--- src/rtl/uart_pkg.sv ---
// Shared UART definitions: FSM states, config encodings, latched frame config and
// the baud divisor helper used by both the receiver and the transmitter.
package uart_pkg;

    typedef enum logic [2:0] {
        RX_IDLE,
        RX_START,
        RX_DATA,
        RX_PARITY,
        RX_STOP
    } rx_state_t;

    localparam logic [1:0] DATA_5 = 2'b00;
    localparam logic [1:0] DATA_6 = 2'b01;
    localparam logic [1:0] DATA_7 = 2'b10;
    localparam logic [1:0] DATA_8 = 2'b11;

    localparam logic [1:0] STOP_1   = 2'b00;
    localparam logic [1:0] STOP_1P5 = 2'b01;
    localparam logic [1:0] STOP_2   = 2'b10;

    localparam logic [2:0] BAUD_4800   = 3'b000;
    localparam logic [2:0] BAUD_9600   = 3'b001;
    localparam logic [2:0] BAUD_19200  = 3'b010;
    localparam logic [2:0] BAUD_38400  = 3'b011;
    localparam logic [2:0] BAUD_57600  = 3'b100;
    localparam logic [2:0] BAUD_115200 = 3'b101;

    // Frame config captured at the start edge; 1.5 stop bits collapses to one checked bit.
    typedef struct packed {
        logic [2:0] baud;
        logic [1:0] data_bits;
        logic       two_stop;
        logic       parity_en;
        logic       parity_type;
    } rx_cfg_t;

    function automatic logic [15:0] baud_divisor(input logic [2:0] sel, input int freq,
                                                 input int rate);
        int baud;
        int div;
        case (sel)
            BAUD_4800:   baud = 4800;
            BAUD_9600:   baud = 9600;
            BAUD_19200:  baud = 19200;
            BAUD_38400:  baud = 38400;
            BAUD_57600:  baud = 57600;
            BAUD_115200: baud = 115200;
            default:     baud = 9600;
        endcase
        div = freq / (baud * rate);
        if (div < 1) div = 1;
        return div[15:0];
    endfunction

endpackage

--- src/rtl/uart_baud_gen.sv ---
// Oversampling tick generator: one tick_o pulse every div_i clocks, re-aligned by clr_i.
module uart_baud_gen #(
    parameter int DIV_W = 16
) (
    input  logic             clk,
    input  logic             reset_n,
    input  logic             clr_i,
    input  logic [DIV_W-1:0] div_i,
    output logic             tick_o
);

    logic [DIV_W-1:0] cnt;

    always_ff @(posedge clk or negedge reset_n) begin
        if (!reset_n) begin
            cnt    <= '0;
            tick_o <= 1'b0;
        end else if (clr_i) begin
            cnt    <= '0;
            tick_o <= 1'b0;
        end else if (cnt >= div_i - 1'b1) begin
            cnt    <= '0;
            tick_o <= 1'b1;
        end else begin
            cnt    <= cnt + 1'b1;
            tick_o <= 1'b0;
        end
    end

endmodule

--- src/rtl/uart_receiver.sv ---
// UART receive path: synchronizer, start-edge detect, oversampled bit-centre sampling FSM,
// parity/framing checks and registered output word.
module uart_receiver
    import uart_pkg::*;
#(
    parameter int SYSTEM_FREQUENCY = 10000000,
    parameter int SAMPLING_RATE    = 16
) (
    input  logic       clk,
    input  logic       reset_n,
    input  logic       rx_i,
    input  logic       rx_en_i,
    input  logic [2:0] baud_sl_i,
    input  logic [1:0] data_bit_num,
    input  logic [1:0] stop_bit_num,
    input  logic       parity_en_i,
    input  logic       parity_type,
    output logic [7:0] data_o,
    output logic       rx_done_o,
    output logic       parity_err_o,
    output logic       frame_err_o,
    output logic       busy_o
);

    localparam int TW = $clog2(SAMPLING_RATE);
    localparam logic [TW-1:0] START_LAST = TW'(SAMPLING_RATE / 2 - 1);
    localparam logic [TW-1:0] BIT_LAST   = TW'(SAMPLING_RATE - 1);

    rx_state_t     state;
    rx_cfg_t       cfg;
    logic          rx_s1, rx_s, rx_d;
    logic          fall, start_det, tick, sample_now;
    logic [TW-1:0] tick_cnt;
    logic [2:0]    bit_cnt, last_bit;
    logic [7:0]    shreg;
    logic          perr, ferr;
    logic [15:0]   div;

    always_ff @(posedge clk or negedge reset_n) begin
        if (!reset_n) begin
            rx_s1 <= 1'b1;
            rx_s  <= 1'b1;
            rx_d  <= 1'b1;
        end else begin
            rx_s1 <= rx_i;
            rx_s  <= rx_s1;
            rx_d  <= rx_s;
        end
    end

    assign fall       = rx_d & ~rx_s;
    assign start_det  = (state == RX_IDLE) & fall & rx_en_i;
    assign div        = baud_divisor(cfg.baud, SYSTEM_FREQUENCY, SAMPLING_RATE);
    assign last_bit   = 3'd4 + {1'b0, cfg.data_bits};
    // Start bit is checked half a bit in; every later sample is a full bit further on.
    assign sample_now = tick & (tick_cnt == ((state == RX_START) ? START_LAST : BIT_LAST));

    uart_baud_gen #(
        .DIV_W(16)
    ) u_baud_gen (
        .clk    (clk),
        .reset_n(reset_n),
        .clr_i  (start_det),
        .div_i  (div),
        .tick_o (tick)
    );

    always_ff @(posedge clk or negedge reset_n) begin
        if (!reset_n) begin
            state        <= RX_IDLE;
            cfg          <= '0;
            tick_cnt     <= '0;
            bit_cnt      <= '0;
            shreg        <= '0;
            perr         <= 1'b0;
            ferr         <= 1'b0;
            data_o       <= '0;
            rx_done_o    <= 1'b0;
            parity_err_o <= 1'b0;
            frame_err_o  <= 1'b0;
            busy_o       <= 1'b0;
        end else begin
            rx_done_o <= 1'b0;
            if (!rx_en_i) begin
                state  <= RX_IDLE;
                busy_o <= 1'b0;
            end else begin
                if (state != RX_IDLE && tick)
                    tick_cnt <= sample_now ? '0 : tick_cnt + 1'b1;
                case (state)
                    RX_IDLE: begin
                        if (fall) begin
                            cfg      <= '{baud: baud_sl_i, data_bits: data_bit_num,
                                          two_stop: stop_bit_num[1], parity_en: parity_en_i,
                                          parity_type: parity_type};
                            tick_cnt <= '0;
                            bit_cnt  <= '0;
                            shreg    <= '0;
                            perr     <= 1'b0;
                            ferr     <= 1'b0;
                            state    <= RX_START;
                            busy_o   <= 1'b1;
                        end
                    end
                    RX_START: begin
                        if (sample_now) begin
                            if (!rx_s) begin
                                state <= RX_DATA;
                            end else begin
                                state  <= RX_IDLE;
                                busy_o <= 1'b0;
                            end
                        end
                    end
                    RX_DATA: begin
                        if (sample_now) begin
                            shreg[bit_cnt] <= rx_s;
                            if (bit_cnt == last_bit) begin
                                bit_cnt <= '0;
                                state   <= cfg.parity_en ? RX_PARITY : RX_STOP;
                            end else begin
                                bit_cnt <= bit_cnt + 1'b1;
                            end
                        end
                    end
                    RX_PARITY: begin
                        if (sample_now) begin
                            perr  <= (^shreg ^ rx_s) != (cfg.parity_type ? 1'b0 : 1'b1);
                            state <= RX_STOP;
                        end
                    end
                    RX_STOP: begin
                        if (sample_now) begin
                            if (bit_cnt == {2'b00, cfg.two_stop}) begin
                                data_o       <= shreg;
                                parity_err_o <= cfg.parity_en & perr;
                                frame_err_o  <= ferr | ~rx_s;
                                rx_done_o    <= 1'b1;
                                state        <= RX_IDLE;
                                busy_o       <= 1'b0;
                            end else begin
                                ferr    <= ferr | ~rx_s;
                                bit_cnt <= bit_cnt + 1'b1;
                            end
                        end
                    end
                    default: begin
                        state  <= RX_IDLE;
                        busy_o <= 1'b0;
                    end
                endcase
            end
        end
    end

endmodule

--- config.mk ---
export PLATFORM = sky130hd
export DESIGN_NAME = uart_receiver
export DESIGN_NICKNAME = d
export VERILOG_FILES = /design/src/rtl/uart_pkg.sv /design/src/rtl/uart_baud_gen.sv /design/src/rtl/uart_receiver.sv
export SDC_FILE = /design/constraint.sdc
export NUM_CORES = 1
export LEC_CHECK = 0
export CAP_MARGIN = 20
export CORE_UTILIZATION = 35
export CTS_BUF_LIST = sky130_fd_sc_hd__clkbuf_8 sky130_fd_sc_hd__clkbuf_16
export CTS_CLUSTER_SIZE = 12
export DETAILED_ROUTE_END_ITERATION = 10
export SLEW_MARGIN = 20
export SYNTH_ARGS = -nofsm -noshare
export SYNTH_HDL_FRONTEND = slang
export SYNTH_SLANG_ARGS = --single-unit
--- constraint.sdc ---
create_clock -name clk -period 39.6 [get_ports clk]
set_input_delay 7.92 -clock clk [delete_from_list [all_inputs] [get_ports clk]]
set_output_delay 7.92 -clock clk [all_outputs]
set_load 0.03 [all_outputs]
---- After elaboration in Yosys (flattened, before gate mapping) ----
Index checks and enable logic that the tools add are counted.
word-level totals
  flip-flop bits (word level) ............. 60
  input bits .............................. 13
  output and inout port bits .............. 12
cells by class
  add/sub/neg operators ................... 5
  div/mod/pow operators ................... 1
  $lt $le $gt $ge ......................... 4
  equal/unequal tests ..................... 26
  multiplexer cells ....................... 52
  bitwise operators ....................... 8
  reduce and logical (&&, ||, !) cells .... 19
operators by type and width
  operator                                                      count
  one-hot mux 17 bit (5 select lines)                           1
  2-to-1 mux 16 bit                                             3
  2-to-1 mux 3 bit                                              14
  divider 25 x 32 -> 32 bit (first input constant)              1
  less-than comparator 32 x 2 -> 1 bit (second input constant)  1
  != test 3 bit (second input constant)                         8
  2-to-1 mux 4 bit                                              5
  2-to-1 mux 1 bit                                              18
  adder 16 x 1 -> 16 bit (second input constant)                1
  >= comparator 16 bit                                          1
  2-to-1 mux 8 bit                                              2
  one-hot mux 8 bit (2 select lines)                            1
  subtractor 16 x 1 -> 16 bit (second input constant)           1
  one-hot mux 3 bit (5 select lines)                            1
  equality test 3 x 2 -> 1 bit (second input constant)          4
  != test 2 bit (second input constant)                         6
  AND reduction 4 bit                                           3
  AND reduction 6 bit                                           2
  equality test 3 bit (second input constant)                   3
  one-hot mux 3 bit (3 select lines)                            1
  bitwise mux 8 bit                                             1
  XOR reduction 8 bit                                           1
  AND reduction 7 bit                                           1
  zero test 3 bit                                               2
  other kinds (24)                                              33

---- Depth between registers and ports, before layout ----
Gate-level depths: netlist of the first run.
  word-level depth ........................ 9
  mapped depth ............................ 177
  gate-level depth less buffers ........... 163

---- Hierarchy ----
A second synthesis of the first run with hierarchy kept.
unflattened totals
  cell total of the unflattened synthesis .. 1389
  area total of the unflattened synthesis .. 10740.3 um2
by module, submodules not included
  module         instances  cells an instance  area an instance (um2)
  uart_receiver  1          1229               9290.2
  uart_baud_gen  1          160                1450.1

---- Least setup slack after synthesis of the first run ----
Ideal clock, no wire load.
  path type ............................... reg2reg
  start ................................... reg cfg[6] in the netlist's numbering
  end ..................................... reg u_baud_gen.cnt[2]
  setup time .............................. 0.072 ns
  arrival time ............................ 30.844 ns
  data required time ...................... 39.528 ns
  path slack .............................. 8.684 ns
  cell stages (with the launch flop) ...... 171
  path buffers ............................ 15
  cell sequence ........................... dfrtp_1 > buf_4 > clkbuf_1 > or3_1 > buf_4 > clkbuf_1 > nand2_1 > ha_1 > nor4b_1 > and3_1 > a21o_1 > ha_1 > a21o_1 > a2111o_1 > o21a_1 > and2_1 > buf_4 > a21o_1 > [... 135 more ...] > nand2b_1 > a221o_1 > nor3_1 > o211a_1 > nand4_2 > nor2_1 > ha_1 > ha_1 > a21o_1 > a21oi_1 > nor2b_1 > o21ai_0 > nand2b_1 > a21oi_1 > o2111ai_1 > or2_2 > clkbuf_1 > nor2_1
on the way
  word-level cells in the longest chain between the ends .. 9
ends and longest elaborated chain
  element                                      line                 RTL
  from (decl)                                  uart_receiver.sv:30  rx_cfg_t cfg;
  from (signal assigned)                       uart_receiver.sv:93  cfg <= '{baud: baud_sl_i, data_bits: data_bit_num,
  equality test 3 bit (tied with other cells)  uart_pkg.sv:42       case (sel)
  one-hot mux 17 bit (5 select lines) *        uart_pkg.sv:42
  divider 25 x 32 -> 32 bit *                  uart_pkg.sv:51       div = freq / (baud * rate);
  less-than comparator 32 x 2 -> 1 bit         uart_pkg.sv:52       if (div < 1) div = 1;
  2-to-1 mux 16 bit *                          uart_pkg.sv:52
  subtractor 16 x 1 -> 16 bit *                uart_baud_gen.sv:21  end else if (cnt >= div_i - 1'b1) begin
  >= comparator 16 bit *                       uart_baud_gen.sv:21
  2-to-1 mux 16 bit *                          uart_baud_gen.sv:21
  2-to-1 mux 16 bit *                          uart_baud_gen.sv:18  end else if (clr_i) begin
  to (signal assigned)                         uart_baud_gen.sv:25  cnt <= cnt + 1'b1;
  to (decl)                                    uart_baud_gen.sv:12  logic [DIV_W-1:0] cnt;
Every way passes the cells marked *; elsewhere a longest branch is shown, timed or not.
A chain may end at the register's enable or synchronous reset.

---- Final worst setup path of the first run ----
  start ................................... reg cfg[5] in the netlist's numbering
  end ..................................... reg u_baud_gen.cnt[8]
Same word-level chain as after synthesis.

==> flow_summary_export.csv, run 1 <==
group,metric,value,unit
outcome,run_status,"finished clean",
synth,synth-simple-area-share,0.255,
min_path,min-delay-path-class,"reg -> reg",
cts,clkSinkCount,60,
synth,synth-xor-area-share,0.0788,
cells_and_area,multiInputGateArea,8290,um^2
critical_path,crit_path_max_fanout,21,
cts,tritoncts,"yes",
cells_and_area,flow.area_growth_from_synthesis,8.87,%
sta,finalMaxSlewViolations,0,
sta,tightest_slew,0.948,ns
cts,clk_latency,0.33,ns
synth,synth_compound_gate_area_share,0.288,
floorplanning,fp-row-count,61,
critical_path,criticalPathCategory,"reg -> reg",
critical_path,cp_slowest_stage_delay,0.78,ns
cts,cts.htree.levels,3,
global_routing,antenna_found_initial,0,
sta,rel_slew_slack,0.363,
synth,synth_most_common_cell,"nor2_1",
synth,synth-edff-count,0,
sta,finalCriticalPeriod,36.81,ns
floorplanning,initial_cell_density_of_the_core,0.360,
cells_and_area,final_nets,1476,
synth,synth_adder_area_share,0.143,
sta,finalHoldViolCount,0,
synth,synth_top_family_by_area,"compound AO/OA/AOI/OAI gates",
routing,route.detailed.vias_per_inst,5.81,
synth,synth_largest_type_area_fraction,0.141,
global_routing,grt_start_max_net_pins,61,
routing,route.detailed.drc,0,
cts,clk_pin_slew,0.05,ns
critical_path,timing.critical_path.mode_cell,"ha_1",
cts,clockRootBuffer,"clkbuf_16",
sta,timing.final.crit_share,0.930,
routing,antenna_left,0,
floorplanning,die_height,172,um
global_routing,grt_use_total,0.200,
critical_path,sort_of_element_at_the_start_of_the_critical_path,"register",
floorplanning,design.die.area,29600,um^2
floorplanning,core_region,28100,um^2
placement,hpwlAfterDp,22300,um
cells_and_area,fillCellCount,2954,
critical_path,cp_slowest_cell,"dfrtp_1",
flow_run,drv_cap,0,
floorplanning,i_o_pin_count,25,
synth,synth.lib_cells_used.distinct,102,
min_path,min_delay_path_depth,0,
synth,synth.avg_cell_area,7.57,um^2
sta,fin_tns_setup,0,ns
critical_path,r2r.worst_path.cells,152,
sta,finClkSkew,0.00706,ns
synth,async_reset_ff_frac,1.00,
synth,synth.yosys.warnings,0,
critical_path,required_time_of_the_worst_setup_path,39.85,ns
synth,synth.top_cells.by_area,"dfrtp_1, ha_1, a21oi_1, nor2_1, xnor2_1",
global_routing,grt_pass1_vias,9297,
routing,detailedRoute.firstIterationViolations,707,
cells_and_area,final-seq-area,1510,um^2
synth,yosys-mux-area-fraction,0.0485,
routing,dr_total_vias,10100,
cts,tritoncts.num_buffers,9,
routing,routed_wl,29400,um
synth,synth_ff_type,"dfrtp_1",
global_routing,grt_first_pass_wirelength,47700,um
sta,report.final.setup_viol,0,
synth,yosys_register_bits,60,
placement,gp_routability_congestion,0.918,
cells_and_area,drive_gt1_frac,0.0746,
synth,syn_area,10100,um^2
cells_and_area,n_antenna_cell,0,
critical_path,critPathArrivalTime,37.06,ns
synth,synth_common_cells,"nor2_1, ha_1, nand2_1",
routing,dr.pass1.iters,5,
cts,cts_max_path_buffers,2,
synth,cell_type_with_the_highest_aggregate_area_in_the_netlist,"dfrtp_1",
synth,synthCells,1336,
sta,max_clock_freq,27.2,MHz
synth,yosysSeqAreaShare,0.149,
global_routing,globalRoute.totalOverflow,0,
placement,io_buffers,23,
routing,route.detailed.wl_per_inst,17.0,um
critical_path,worst_setup_path_end_kind,"register",
floorplanning,die_width,172,um
sta,rsz0062_at_grt,"no",
[final cells by class]
| class | instances | area share |
|---|---|---|
| Sequential cell | 60 | 0.137 |
| Tap cell | 378 | 0.0430 |
| Multi-Input combinational cell | 1204 | 0.753 |
| Timing Repair Buffer | 38 | 0.0307 |
| Clock inverter | 6 | 0.00295 |
| Inverter | 35 | 0.0119 |
| Clock buffer | 10 | 0.0217 |
[routing by layer]
metal  global-route usage  vias up  part of all wire
li1                     -     5012                 -
met1                0.286     4711              0.49
met2                0.321      287              0.44
met3               0.0185       43             0.050
met4               0.0492        0             0.019
met5                    0        -                 0
[repair_timing]
action                                  4_1_cts  5_1_grt
buffers inserted                              0        0
hold buffers                                  0        0
endpoints found under the setup margin        0       10
resized for setup                             0        3
[per-stage QoR]
stage	hold WS, ns	setup slack, ns	utilization	cell area (um^2)	cells
floorplan	0.345	8.68	-	10200	1348
global placement	0.347	2.90	0.382	10700	1715
finish	0.358	2.79	0.392	11000	1731
detailed placement	0.353	2.79	0.382	10700	1715
global route	0.361	0.116	0.392	11000	1731
CTS	0.361	2.68	0.392	11000	1731
[sequential cells by signal, indices dropped and copies added (netlist names)]
| register | count |
|---|---|
| u_baud_gen.cnt | 16 |
| cfg | 8 |
| data_o | 8 |
| shreg | 8 |
| tick_cnt | 4 |
| bit_cnt | 3 |
| state | 3 |
| busy_o | 1 |
| ferr | 1 |
| frame_err_o | 1 |
| parity_err_o | 1 |
| perr | 1 |
| rx_d | 1 |
| rx_done_o | 1 |
| rx_s | 1 |
| rx_s1 | 1 |
| u_baud_gen.tick_o | 1 |
[path summary, 6_finish.rpt]
kind / start / to / slack (ns)
max: cfg[5]$_DFFE_PN0P_ / u_baud_gen.cnt[8]$_DFF_PN0_ / 2.79
min: rx_s1$_DFF_PN1_ / rx_s$_DFF_PN1_ / 0.36
max reg2reg: cfg[5]$_DFFE_PN0P_ / u_baud_gen.cnt[8]$_DFF_PN0_ / 2.79
min reg2reg: rx_s1$_DFF_PN1_ / rx_s$_DFF_PN1_ / 0.36
max in group asynchronous: reset_n / u_baud_gen.cnt[10]$_DFF_PN0_ / 31.36
min in group asynchronous: reset_n / cfg[7]$_DFFE_PN0P_ / 7.74
[kinds of logic after synthesis]
group,count (synthesis)
flops,60
compound gates,434
other cells,1
fa+ha+maj,115
mux,45
simple gates,506
buf+inv,84
xor+xnor,91
[layout by cell type (no fill, tap or decap), types with 8 or more instances in the layout]
master	count
nor2b_1	29
a211oi_1	17
o31ai_1	15
nand2_1	108
mux2i_1	15
nand3_1	33
dfrtp_1	57
nor3b_1	9
o21a_1	17
nand4_1	13
and3_1	24
o211ai_1	10
conb_1	13
or4_1	8
xor2_1	35
a211o_1	8
o21ai_1	8
mux2_2	29
o21ai_0	93
inv_1	35
a31oi_1	13
ha_1	114
nand2b_1	24
xnor2_1	55
and2_1	18
buf_4	15
nor2_1	130
clkbuf_16	9
a21oi_1	103
nor3_1	43
or3_1	17
clkdlybuf4s50_1	22
a21o_1	58
[worst max-delay path, delay by kind of cell (launching register included)]
| kind | cells | cell delay (ns) |
|---|---|---|
| adders and majority gates | 18 | 5.51 |
| DFF | 1 | 0.78 |
| and+or+nand+nor | 51 | 11.89 |
| buffers and inverters | 3 | 0.24 |
| muxes | 2 | 0.72 |
| xor gates and xnor gates | 1 | 0.16 |
| AOI/OAI and AO/OA | 77 | 17.39 |
Power of run 1 is not shown: default switching activity piles up to over one toggle a cycle in this logic, so the estimate is an artifact.
==> run 2, diff against run 1 <==
--- a/config.mk
+++ b/config.mk
@@ -5,10 +5,9 @@
 export SDC_FILE = /design/constraint.sdc
 export NUM_CORES = 1
 export LEC_CHECK = 0
-export CAP_MARGIN = 20
+export CAP_MARGIN = 30
 export CORE_UTILIZATION = 35
 export CTS_BUF_LIST = sky130_fd_sc_hd__clkbuf_8 sky130_fd_sc_hd__clkbuf_16
-export CTS_CLUSTER_SIZE = 12
 export DETAILED_ROUTE_END_ITERATION = 10
 export SLEW_MARGIN = 20
 export SYNTH_ARGS = -nofsm -noshare
==> results of run 2 <==
Same layout as run 1: the final DEF is identical, and so are final timing and power.
Power of run 2 is left out for the same reason.
